<file path="config.mk">
export PLATFORM = sky130hd
export DESIGN_NAME = mem_bus_bridge
export DESIGN_NICKNAME = d
export VERILOG_FILES = /design/src/rtl/mem_bus_bridge_pkg.sv /design/src/rtl/mem_bus_bridge_lane_extract.sv /design/src/rtl/mem_bus_bridge.sv
export SDC_FILE = /design/constraint.sdc
export NUM_CORES = 1
export LEC_CHECK = 0
export ABC_AREA = 0
export BUFFER_PORTS_ARGS = -buffer_cell sky130_fd_sc_hd__buf_4
export CAP_MARGIN = 20
export CORE_MARGIN = 5
export CORE_UTILIZATION = 47
export CTS_CLUSTER_DIAMETER = 80
export DETAILED_ROUTE_END_ITERATION = 12
export GPL_ROUTABILITY_DRIVEN = 0
export PLACE_DENSITY = 0.89
export SYNTH_ARGS = -nofsm -noshare
export SYNTH_HDL_FRONTEND = slang
export SYNTH_SLANG_ARGS = --single-unit
</file>
<file path="constraint.sdc">
create_clock -name clk -period 2.8 [get_ports clk]
set_clock_uncertainty 0.15 [all_clocks]
set_input_delay 0.14 -clock clk [delete_from_list [all_inputs] [get_ports clk]]
set_output_delay 0.14 -clock clk [all_outputs]
set_load 0.01 [all_outputs]
</file>
<file path="src/rtl/mem_bus_bridge_pkg.sv">
// Shared types and helpers for the memory bus bridge.
// Op/fault encodings, FSM states, lane-select and store-replication helpers.
package mem_pkg;

  typedef enum logic [1:0] {
    BYTE    = 2'b00,
    HALF    = 2'b01,
    WORD    = 2'b10,
    ILLEGAL = 2'b11
  } mem_op_e;

  typedef enum logic [1:0] {
    OK      = 2'b00,
    ALIGN   = 2'b01,
    BUS_ERR = 2'b10,
    TIMEOUT = 2'b11
  } mem_fault_e;

  typedef enum logic [1:0] {
    S_IDLE = 2'b00,
    S_BUS  = 2'b01,
    S_RESP = 2'b10
  } bridge_state_e;

  localparam int DEFAULT_TIMEOUT = 255;

  function automatic logic op_illegal(
    input mem_op_e    op,
    input logic [1:0] a
  );
    logic r;
    unique case (op)
      BYTE:    r = 1'b0;
      HALF:    r = a[0];
      WORD:    r = (a != 2'b00);
      default: r = 1'b1;
    endcase
    return r;
  endfunction

  function automatic logic [3:0] lane_sel(
    input mem_op_e    op,
    input logic [1:0] a
  );
    logic [3:0] s;
    unique case (op)
      BYTE:    s = 4'b0001 << a;
      HALF:    s = a[1] ? 4'b1100 : 4'b0011;
      default: s = 4'b1111;
    endcase
    return s;
  endfunction

  function automatic logic [31:0] lane_wdata(
    input mem_op_e     op,
    input logic [31:0] d
  );
    logic [31:0] w;
    unique case (op)
      BYTE:    w = {4{d[7:0]}};
      HALF:    w = {2{d[15:0]}};
      default: w = d;
    endcase
    return w;
  endfunction

endpackage

</file>
<file path="src/rtl/mem_bus_bridge_lane_extract.sv">
// Combinational read-lane select with sign/zero extension.
// Ports: op/is_unsigned/addr_lo select the lane, rdata in, data out.
module mem_lane_extract
  import mem_pkg::*;
(
  input  logic [1:0]  op,
  input  logic        is_unsigned,
  input  logic [1:0]  addr_lo,
  input  logic [31:0] rdata,
  output logic [31:0] data
);

  logic [7:0]  b;
  logic [15:0] h;

  always_comb begin
    b = rdata[8*addr_lo +: 8];
    h = addr_lo[1] ? rdata[31:16] : rdata[15:0];
    unique case (mem_op_e'(op))
      BYTE:    data = {{24{b[7] & ~is_unsigned}}, b};
      HALF:    data = {{16{h[15] & ~is_unsigned}}, h};
      default: data = rdata;
    endcase
  end

endmodule

</file>
<file path="src/rtl/mem_bus_bridge.sv">
// Load/store request to single-beat bus bridge with fault reporting.
// Ports: req_* handshake in, resp_* pulse out, bus_* master side.
// Optional abort of stuck bus cycles when MEM_BUS_TIMEOUT_EN is defined.
module mem_bus_bridge
  import mem_pkg::*;
#(
  parameter int TIMEOUT_CYCLES = DEFAULT_TIMEOUT
) (
  input  logic        clk,
  input  logic        reset,
  input  logic        req_valid,
  input  logic        req_write,
  input  logic        req_unsigned,
  input  logic [1:0]  req_op,
  input  logic [31:0] req_addr,
  input  logic [31:0] req_wdata,
  output logic        req_ready,
  output logic        resp_valid,
  output logic [31:0] resp_rdata,
  output logic [1:0]  resp_fault,
  output logic        bus_cyc,
  output logic        bus_we,
  output logic [29:0] bus_addr,
  output logic [3:0]  bus_sel,
  output logic [31:0] bus_wdata,
  input  logic        bus_ack,
  input  logic        bus_err,
  input  logic [31:0] bus_rdata
);

  bridge_state_e state;
  mem_op_e       op_in;
  logic [1:0]    lat_op;
  logic          lat_uns;
  logic [1:0]    lat_lo;
  logic [31:0]   ext_data;

  assign op_in = mem_op_e'(req_op);

  // Gated by reset so nothing is accepted while reset is held.
  assign req_ready = (state == S_IDLE) & req_valid & ~reset;

  mem_lane_extract u_extract (
    .op          (lat_op),
    .is_unsigned (lat_uns),
    .addr_lo     (lat_lo),
    .rdata       (bus_rdata),
    .data        (ext_data)
  );

`ifdef MEM_BUS_TIMEOUT_EN
  localparam int TCW =
    (TIMEOUT_CYCLES > 255) ? $clog2(TIMEOUT_CYCLES + 1) : 8;
  localparam logic [TCW-1:0] TMO_LAST = TCW'(TIMEOUT_CYCLES - 1);
  logic [TCW-1:0] tmo_cnt;
`endif

  always_ff @(posedge clk) begin
    if (reset) begin
      state      <= S_IDLE;
      resp_valid <= 1'b0;
      resp_rdata <= '0;
      resp_fault <= OK;
      bus_cyc    <= 1'b0;
      bus_we     <= 1'b0;
      bus_addr   <= '0;
      bus_sel    <= '0;
      bus_wdata  <= '0;
      lat_op     <= '0;
      lat_uns    <= 1'b0;
      lat_lo     <= '0;
`ifdef MEM_BUS_TIMEOUT_EN
      tmo_cnt    <= '0;
`endif
    end else begin
      resp_valid <= 1'b0;
      unique case (state)
        S_IDLE: begin
          if (req_valid) begin
            if (op_illegal(op_in, req_addr[1:0])) begin
              state      <= S_RESP;
              resp_valid <= 1'b1;
              resp_fault <= ALIGN;
              resp_rdata <= '0;
            end else begin
              state     <= S_BUS;
              bus_cyc   <= 1'b1;
              bus_we    <= req_write;
              bus_addr  <= req_addr[31:2];
              bus_sel   <= lane_sel(op_in, req_addr[1:0]);
              bus_wdata <= lane_wdata(op_in, req_wdata);
              lat_op    <= req_op;
              lat_uns   <= req_unsigned;
              lat_lo    <= req_addr[1:0];
`ifdef MEM_BUS_TIMEOUT_EN
              tmo_cnt   <= '0;
`endif
            end
          end
        end
        S_BUS: begin
          // Error wins over a simultaneous ack.
          if (bus_err) begin
            state      <= S_RESP;
            resp_valid <= 1'b1;
            resp_fault <= BUS_ERR;
            resp_rdata <= '0;
            bus_cyc    <= 1'b0;
            bus_we     <= 1'b0;
          end else if (bus_ack) begin
            state      <= S_RESP;
            resp_valid <= 1'b1;
            resp_fault <= OK;
            resp_rdata <= bus_we ? 32'd0 : ext_data;
            bus_cyc    <= 1'b0;
            bus_we     <= 1'b0;
`ifdef MEM_BUS_TIMEOUT_EN
          end else if (tmo_cnt == TMO_LAST) begin
            state      <= S_RESP;
            resp_valid <= 1'b1;
            resp_fault <= TIMEOUT;
            resp_rdata <= '0;
            bus_cyc    <= 1'b0;
            bus_we     <= 1'b0;
          end else begin
            tmo_cnt <= tmo_cnt + 1'b1;
`endif
          end
        end
        S_RESP: begin
          state      <= S_IDLE;
          resp_rdata <= '0;
          resp_fault <= OK;
          bus_addr   <= '0;
          bus_sel    <= '0;
          bus_wdata  <= '0;
        end
        default: state <= S_IDLE;
      endcase
    end
  end

endmodule

</file>
==> impl_metrics.yaml, run 1 <==
run_status:
  status: "complete, no violations"
flow_run:
  drv_cap: 0
grt:
  overflow: 0
  grt_pass1_vias: 5507
  grt_start_max_net_pins: 33
  grt_pass1_wl_mm: 30.3
  antenna_found_initial: 1
  grtUsageTotal_pct: 30.5
synth:
  ys_warn_count: 0
  syn_area_per_cell_sq_um: 10.3
  postSynthCellCount: 460
  synth_edf_count: 0
  synth_flop_cell: "dfxtp_1"
  syn_area_sq_mm: 0.00474
  syn_nets: 569
  post_synth_num_cell_types: 52
  synthArstFlopShare_pct: 0
  synth_seq_area_share_pct: 46.5
  ys_seq_elements: 110
clock_tree:
  post_cts_resized: 0
  cts_buffers: 9
  post_cts_buffers: 0
  clockBufferDepth: 2
  insertion_delay_ns: 0.37
  clkTransAtPathRegs_ns: 0.11
  cts.sinks: 110
  hold_buffers: 93
  cts_tree: "built"
  htreeDepth: 3
  cts_root_buffer: "clkbuf_8"
placement:
  dpl.hpwl_mm: 11.1
  place_ws_ns: 0.482
  io_buffers: 208
  placed_cell_area_sq_mm: 0.00633
  place_inst: 771
timing:
  finalHoldViolations: 0
  rsz0062_at_grt: "no"
  worstMarginPinSlew_ns: 0.749
  setup_ws_ns: 0.300
  fmax_mhz: 400
  fin_tns_setup_ns: 0
  timing.hold.ws_ns: 0.0197
  report.final.slew_viol_count: 0
  setup_violations: 0
  slew-limit-headroom_pct: 49.9
  fin_crit_ns: 2.50
  period_share_pct: 89.3
floorplanning:
  die_w_um: 110
  die_area_sq_mm: 0.0122
  row_count: 36
  core_area_sq_mm: 0.00982
  ios: 209
  die_h_um: 110
  start_util_pct: 48.3
drt:
  drt_drc_violations_left: 0
  wire_per_inst_um: 21.8
  wl_met3_mm: 1.80
  avgViaCountPerCell: 5.89
  dr_wl_met2_mm: 9.06
  vias: 5192
  ant_nets: 0
  wl_mm: 19.2
  wl_met1_mm: 7.07
  top_layer_used: "met4"
  drt_iter0_drc: 469
  first_pass_iters: 5
worst_setup_path:
  critPathLaunch: "state[0]"
  r2r-end: "lat_uns"
  required_ns: 2.96
  slowest_delay_ns: 0.57
  crit_fanout: 17
  critical_path.slowest_cell: "dlygate4sd3_1"
  r2r_slack_ns: 0.30
  reg2regPathDepth: 7
  timing.critical_path.to: "lat_uns"
  path_common_cell: "nand2_1"
  crit_chain: "inv_1 > ha_1 > nand2_1 > a21o_1 > nand2_1 > a21oi_1 > dlygate4sd3_1"
  start_kind: "register"
  crit_arrival_ns: 2.66
  path_class: "register to register"
  rr_startpoint: "state[0]"
  end_kind: "register"
cells_and_area:
  fin_cells: 882
  drive_above_1_share_pct: 35.3
  final_nets: 852
  area_growth_pct: 57.3
  fillers: 586
  fin_area_sq_mm: 0.00745
  postLayoutCoreUtil_pct: 75.9
min_path:
  hp-class: "primary input to register"
pwr:
  power.total_mw: 3.52
  p_per_area_mw_per_mm2: 472
  leakagePower_nw: 3.25
  power.ir.vdd_worst_uv: 301
## power by group
part | internal (mW) | switching (mW) | leakage [nW]
Clock | 0.341 | 0.593 | 0.0894
Combinational | 0.442 | 0.434 | 2.27
Sequential | 1.64 | 0.0642 | 0.892
Total | 2.43 | 1.09 | 3.25
## layout by cell type, fill, tap and decap left out, drive strengths merged, types with 8 or more instances in the layout
cell,Yosys,final
nand2b,9,9
nor2,18,18
a21oi,39,39
o21ai,11,11
buf,22,218
nand2,21,21
mux2i,25,25
nor3,8,8
inv,14,17
dfxtp,110,110
dlygate4sd3,0,93
clkbuf,17,10
mux2,16,16
a22o,44,44
o2bb2ai,40,40
## critical path: cells and delay by family, from the launching register on
kind / cells / cell delay, ns
DFF: 1 / 0.38
and+or+nand+nor: 2 / 0.29
AOI/OAI and AO/OA: 2 / 0.64
buffers and inverters: 2 / 0.66
adders and majority gates: 1 / 0.30
## cell families after synthesis
logic type / Yosys count / synth area share, %
AO/OA/AOI/OAI: 175 / 28.9
adder cells (fa/ha/maj): 4 / 1.06
buffers and inverters: 53 / 5.49
flip-flops: 110 / 46.5
multiplexers: 42 / 9.56
AND/OR/NAND/NOR: 76 / 8.53
## flip-flops by register name, summed over array words and instances, names as in the netlist
| register | cells |
|---|---|
| bus_we | 1 |
| bus_sel | 4 |
| bus_addr | 30 |
| bus_wdata | 32 |
| resp_rdata | 32 |
| lat_lo | 2 |
| lat_uns | 1 |
| state | 2 |
| resp_valid | 1 |
| bus_cyc | 1 |
| resp_fault | 2 |
| lat_op | 2 |
## synth_stat cells, types with 2 or more instances
library cell	count	area, sq um
a21o_1	3	22.5
a21oi_1	37	185
a21oi_2	2	17.5
a221oi_1	7	61.3
a22o_1	44	385
a32oi_1	2	17.5
and3b_1	2	17.5
buf_1	3	11.3
buf_2	13	65.1
buf_6	6	67.6
clkbuf_1	17	63.8
dfxtp_1	110	2200
ha_1	4	50.1
inv_1	14	52.6
mux2_2	16	180
mux2i_1	25	250
nand2_1	21	78.8
nand2b_1	9	56.3
nand3_1	6	30.0
nor2_1	17	63.8
nor2b_1	3	18.8
nor3_1	5	25.0
nor3_2	2	20.0
o211ai_1	2	15.0
o21a_1	3	22.5
o21ai_0	11	55.1
o221ai_1	2	17.5
o22ai_1	5	31.3
o2bb2ai_1	40	350
o32ai_1	6	52.6
or2_2	2	12.5
## how the worst min path moves through the flow
stage,start,end,cells past startpoint
final,bus_ack,resp_valid,3
after CTS,bus_ack,resp_valid,3
after global routing,bus_ack,resp_valid,3
after global placement,req_addr[21],bus_addr[19],2
after detailed placement,req_addr[4],bus_addr[2],2
after floorplan,req_addr[2],bus_addr[0],1
## per-layer routing
metal	up-vias	track usage, %
met2	406	50.6
met5	-	0
met4	0	20.3
li1	2314	-
met3	85	7.99
met1	2387	34.2
## final cells by class
cell class                      instances  area [sq um]  share of cell area [%]
Timing Repair Buffer                  311          2570                    34.4
Sequential cell                       110          2200                    29.5
Tap cell                              133           166                    2.23
Antenna cell                            1          2.50                  0.0336
Multi-Input combinational cell        297          2280                    30.6
Clock buffer                           10           128                    1.71
Clock inverter                          6          53.8                   0.722
Inverter                               14          52.6                   0.705
No activity file was read; power rests on OpenSTA's default activity.
==> run 2, diff against run 1 <==
--- a/config.mk
+++ b/config.mk
@@ -14,6 +14,7 @@
 export DETAILED_ROUTE_END_ITERATION = 12
 export GPL_ROUTABILITY_DRIVEN = 0
 export PLACE_DENSITY = 0.89
+export SETUP_SLACK_MARGIN = 0.5
 export SYNTH_ARGS = -nofsm -noshare
 export SYNTH_HDL_FRONTEND = slang
 export SYNTH_SLANG_ARGS = --single-unit
==> run 2 against run 1 <==
Power down 0.31%; first-iteration DRC count up 4.5%; combinational power rose by 1%; sequential power is essentially flat; sequential share of layout area hardly changed; maximum frequency grew 12%; register-to-register slack better by 0.26 ns; worst hold slack improved by 0.014 ns; global-route usage is 0.068 points higher; sequential cell count unchanged; design area about the same; highest routed layer unchanged.
==> impl_metrics.yaml, run 2 (synthesized netlist as in run 1, its figures left out) <==
run_status:
  status: "complete, no violations"
floorplanning:
  die_area_sq_mm: 0.0122
  ios: 209
  die_w_um: 110
  core_area_sq_mm: 0.00982
  start_util_pct: 48.3
  die_h_um: 110
  row_count: 36
drt:
  ant_nets: 0
  wire_per_inst_um: 21.9
  drt_drc_violations_left: 0
  drt_iter0_drc: 490
  first_pass_iters: 5
  wl_mm: 19.3
  vias: 5197
  avgViaCountPerCell: 5.91
worst_setup_path:
  critical_path.slowest_cell: "a21o_2"
  end_kind: "register"
  slowest_delay_ns: 0.36
  crit_family: "compound AO/OA/AOI/OAI gates"
  crit_chain: "inv_1 > ha_2 > nand2_1 > a21o_2 > nor3_4 > buf_6 > a22o_1"
  path_buf_inv: 2
  path_class: "register to register"
  reg2regPathDepth: 7
  crit_fanout: 22
  required_ns: 2.95
  start_kind: "register"
  rr_startpoint: "state[0]"
  r2r-end: "bus_addr[1]"
  crit_arrival_ns: 2.39
  r2r_slack_ns: 0.56
cells_and_area:
  area_growth_pct: 57.4
  drive_above_1_share_pct: 36.5
  seq_area_sq_mm: 0.00220
  most-common-layout-cells: "buf_4, dfxtp_1, dlygate4sd3_1, a22o_1, o2bb2ai_1"
  final_nets: 850
  reg_top3: "bus_wdata (32), resp_rdata (32), bus_addr (30)"
  multi_input_area_sq_mm: 0.00230
  diodes: 0
  fillers: 586
  final_common_cell: "buf_4"
timing:
  setup_violations: 0
  fmax_mhz: 446
  period_share_pct: 80.0
  finalHoldViolations: 0
  slew-limit-headroom_pct: 48.6
  rsz0062_at_grt: "yes"
  fin_tns_setup_ns: 0
  fin_crit_ns: 2.24
  worstMarginPinSlew_ns: 0.769
  report.final.slew_viol_count: 0
min_path:
  hold_depth: 3
  whs_endpoint: "resp_rdata[6]"
  worstHoldStart: "bus_rdata[6]"
  hp-class: "primary input to register"
pwr:
  power.total_mw: 3.51
  power.ir.vdd_worst_uv: 311
  leakagePower_nw: 3.24
  p_per_area_mw_per_mm2: 470
placement:
  dpl.hpwl_mm: 11.1
  io_buffers: 208
grt:
  antenna_found_initial: 0
  overflow: 0
  grt_start_max_net_pins: 33
  grtUsageTotal_pct: 30.5
  grt_pass1_wl_mm: 30.2
  grt_pass1_vias: 5423
clock_tree:
  clkTransAtPathRegs_ns: 0.13
  cts_root_buffer: "clkbuf_8"
  cts.sinks: 110
  htreeDepth: 3
  clockBufferDepth: 2
  insertion_delay_ns: 0.36
  cts_buffers: 9
  cts_tree: "built"
flow_run:
  drv_cap: 0
[run 2: cell type report]
class / instances / share of cell area (%)
clock inverter: 6 / 0.721
clock buffer: 10 / 1.71
multi-input combinational: 297 / 30.9
inverter: 14 / 0.705
timing repair buffer: 309 / 34.2
tap: 133 / 2.23
sequential: 110 / 29.5
[run 2: power by group]
| group | leakage (nW) | internal (mW) | total, mW | switching, mW |
|---|---|---|---|---|
| combinational | 2.26 | 0.447 | 0.888 | 0.441 |
| clock | 0.0894 | 0.341 | 0.910 | 0.569 |
| sequential | 0.892 | 1.64 | 1.71 | 0.0657 |
| total | 3.24 | 2.43 | 3.51 | 1.08 |
[run 2: how the worst max path moves through the flow]
stage / startpoint / end / slack [ns] / cells past startpoint
after global placement: state[0] / resp_rdata[2] / 0.62 / 5
after global routing: state[0] / bus_addr[1] / 0.41 / 7
after floorplan: state[0] / resp_rdata[14] / 0.75 / 6
final: state[0] / bus_addr[1] / 0.56 / 7
after detailed placement: state[0] / bus_wdata[16] / 0.48 / 7
after CTS: state[0] / bus_wdata[16] / 0.50 / 6
[run 2: worst min-delay path, delay by kind of cell]
kind                   cells  cell delay, ns
AO/OA/AOI/OAI              2            0.29
buffers and inverters      1            0.08
[run 2: repair_timing]
item                                   4_1_cts  5_1_grt
pin swaps                                    1        0
setup endpoints to repair                   31       85
buffers inserted                             1        0
hold buffers                                90        0
resized for setup                            2        7
endpoints found under the hold margin       99        0
[run 2: through the flow]
step	instances	hold slack (ns)	setup slack, ns	utilization (%)	instance area (sq um)
2_1_floorplan	460	0.123	0.752	-	4740
3_3_place_gp	771	0.206	0.618	64.5	6330
3_5_place_dp	771	0.216	0.482	64.5	6330
4_1_cts	878	0.0160	0.499	75.6	7430
5_1_grt	879	0.0424	0.406	76.0	7460
6_report	879	0.0341	0.559	76.0	7460
[run 2: routing by layer]
metal  track usage [%]  vias up  part of all wire, %
met2              51.1      396                   48
met1              34.2     2408                   36
met3              9.35       88                   10
li1                  -     2305                    -
met5                 0        -                    0
met4              17.9        0                  5.9
==> run 3, diff against run 2 <==
--- a/config.mk
+++ b/config.mk
@@ -9,11 +9,11 @@
 export BUFFER_PORTS_ARGS = -buffer_cell sky130_fd_sc_hd__buf_4
 export CAP_MARGIN = 20
 export CORE_MARGIN = 5
-export CORE_UTILIZATION = 47
+export CORE_UTILIZATION = 43
 export CTS_CLUSTER_DIAMETER = 80
 export DETAILED_ROUTE_END_ITERATION = 12
 export GPL_ROUTABILITY_DRIVEN = 0
-export PLACE_DENSITY = 0.89
+export PLACE_DENSITY = 0.86
 export SETUP_SLACK_MARGIN = 0.5
 export SYNTH_ARGS = -nofsm -noshare
 export SYNTH_HDL_FRONTEND = slang
==> constraint.sdc (replaced) <==
create_clock -name clk -period 1.9 [get_ports clk]
set_clock_uncertainty 0.15 [all_clocks]
set_input_delay 0.095 -clock clk [delete_from_list [all_inputs] [get_ports clk]]
set_output_delay 0.095 -clock clk [all_outputs]
set_load 0.01 [all_outputs]
==> run 3 against run 2 <==
The flow now finishes with violations (setup timing); sequential power up 49%; combinational power up 150%; design area grew 26%; die area is 8.4% higher; setup slack worse by 0.94 ns; non-clock buffer count grew 76; wire length rose by 46%; power is 83% higher; global-route usage rose by 4.0 points; first-iteration DRC count is 56% higher; highest routed layer unchanged.
==> impl_metrics.yaml, run 3 (synthesized netlist as in run 1, its figures left out) <==
clock_tree:
  insertion_delay_ns: 0.39
  htreeDepth: 3
  clockBufferDepth: 2
  cts_root_buffer: "clkbuf_8"
  clkTransAtPathRegs_ns: 0.13
  cts_tree: "built"
  cts.sinks: 110
  cts_buffers: 9
timing:
  finalHoldViolations: 0
  setup_violations: 92
  report.final.slew_viol_count: 0
  fin_tns_setup_ns: -12.34
  worstMarginPinSlew_ns: 0.757
  setup_ws_ns: -0.377
  period_share_pct: 120
  rsz0062_at_grt: "yes"
  timing.hold.ws_ns: 0.0362
  fin_crit_ns: 2.28
  fmax_mhz: 439
  slew-limit-headroom_pct: 49.4
grt:
  grt_pass1_vias: 6203
  overflow: 0
  grt_pass1_wl_mm: 35.2
  grt_start_max_net_pins: 30
  antenna_found_initial: 1
  grtUsageTotal_pct: 34.6
floorplanning:
  die_w_um: 115
  row_count: 38
  die_area_sq_mm: 0.0132
  start_util_pct: 43.7
  ios: 209
  die_h_um: 115
  core_area_sq_mm: 0.0108
worst_setup_path:
  crit_family: "buffers and inverters"
  path_class: "register to register"
  critPathLaunch: "state[1]"
  crit_chain: "buf_6 > inv_6 > ha_4 > nand2_4 > a21o_4 > nor3_4 > buf_6 > buf_6 > clkbuf_16 > a22o_1"
  slowest_delay_ns: 0.37
  start_kind: "register"
  end_kind: "register"
  rr_startpoint: "state[1]"
  crit_arrival_ns: 2.44
  path_common_cell: "buf_6"
  critical_path.slowest_cell: "dfxtp_2"
  crit_fanout: 5
  required_ns: 2.07
  path_buf_inv: 5
pwr:
  power.ir.vdd_worst_uv: 540
  p_per_area_mw_per_mm2: 684
  leakagePower_nw: 4.03
  power.total_mw: 6.43
cells_and_area:
  reg_top3: "bus_wdata (32), resp_rdata (32), bus_addr (30)"
  fin_cells: 964
  drive_above_1_share_pct: 54.4
  postLayoutCoreUtil_pct: 86.6
  final_common_cell: "buf_4"
  most-common-layout-cells: "buf_4, dfxtp_1, dlygate4sd3_1, a22o_1, o2bb2ai_2"
  final_nets: 927
  area_growth_pct: 98.2
drt:
  wire_per_inst_um: 29.1
  first_pass_iters: 5
  wl_mm: 28.1
  drt_iter0_drc: 762
  avgViaCountPerCell: 6.40
  drt_drc_violations_left: 0
  vias: 6172
  ant_nets: 0
min_path:
  worstHoldStart: "bus_rdata[7]"
  hp-class: "primary input to register"
placement:
  place_inst: 793
  io_buffers: 208
  dpl.hpwl_mm: 11.7
run_status:
  status: "finished with violations"
  failed_checks: "setup timing"
flow_run:
  drv_cap: 0
-- run 3: worst paths after layout --
check | slack, ns | depth (start not counted) | to
setup / recovery | -0.38 | 10 | bus_addr[5]
hold / removal | 0.04 | 4 | resp_rdata[7]
setup reg to reg | -0.38 | 10 | bus_addr[5]
hold reg to reg | 0.33 | 1 | resp_rdata[6]
-- run 3: power by group --
part | total, mW | switching [mW] | internal, mW | leakage (nW)
Sequential | 2.55 | 0.123 | 2.42 | 0.893
Combinational | 2.19 | 1.07 | 1.12 | 3.02
Clock | 1.69 | 0.902 | 0.788 | 0.113
-- run 3: what timing repair did --
action                                  in CTS  in global routing
cloned                                      12                  5
hold buffers                                95                  0
setup buffers                               29                 13
endpoints found under the setup margin     111                111
resized for setup                          103                 82
pin swaps                                   19                 42
hold endpoints to repair                   100                  0
-- run 3: per-stage QoR --
step                      setup WS (ns)  cell area [sq um]
after floorplan                  0.0111               4910
after global placement          -0.0275               6570
after detailed placement         -0.169               6570
after CTS                       -0.0243               8730
after global routing             -0.330               9390
final                            -0.377               9390
-- run 3: final cells by class --
type	count	area (sq um)
flip-flops and latches	110	2200
repair buffers	385	3620
diodes	1	2.50
inverters	14	65.1
well taps	140	175
clock inverters	6	90.1
fillers	426	1450
clock buffers	10	138
multi-input cells	298	3090
-- run 3: routing by layer --
layer	track usage (%)	up-vias	wire length [um]
met2	63.8	551	13700
met4	17.8	0	2210
met5	0	-	0
li1	-	2456	-
met3	8.79	191	2770
met1	35.9	2974	9420
-- run 3: tightest hold or removal path: cells and delay by family --
| kind | cells | cell delay, ns |
|---|---|---|
| AO/OA/AOI/OAI | 3 | 0.35 |
| buffers and inverters | 1 | 0.10 |
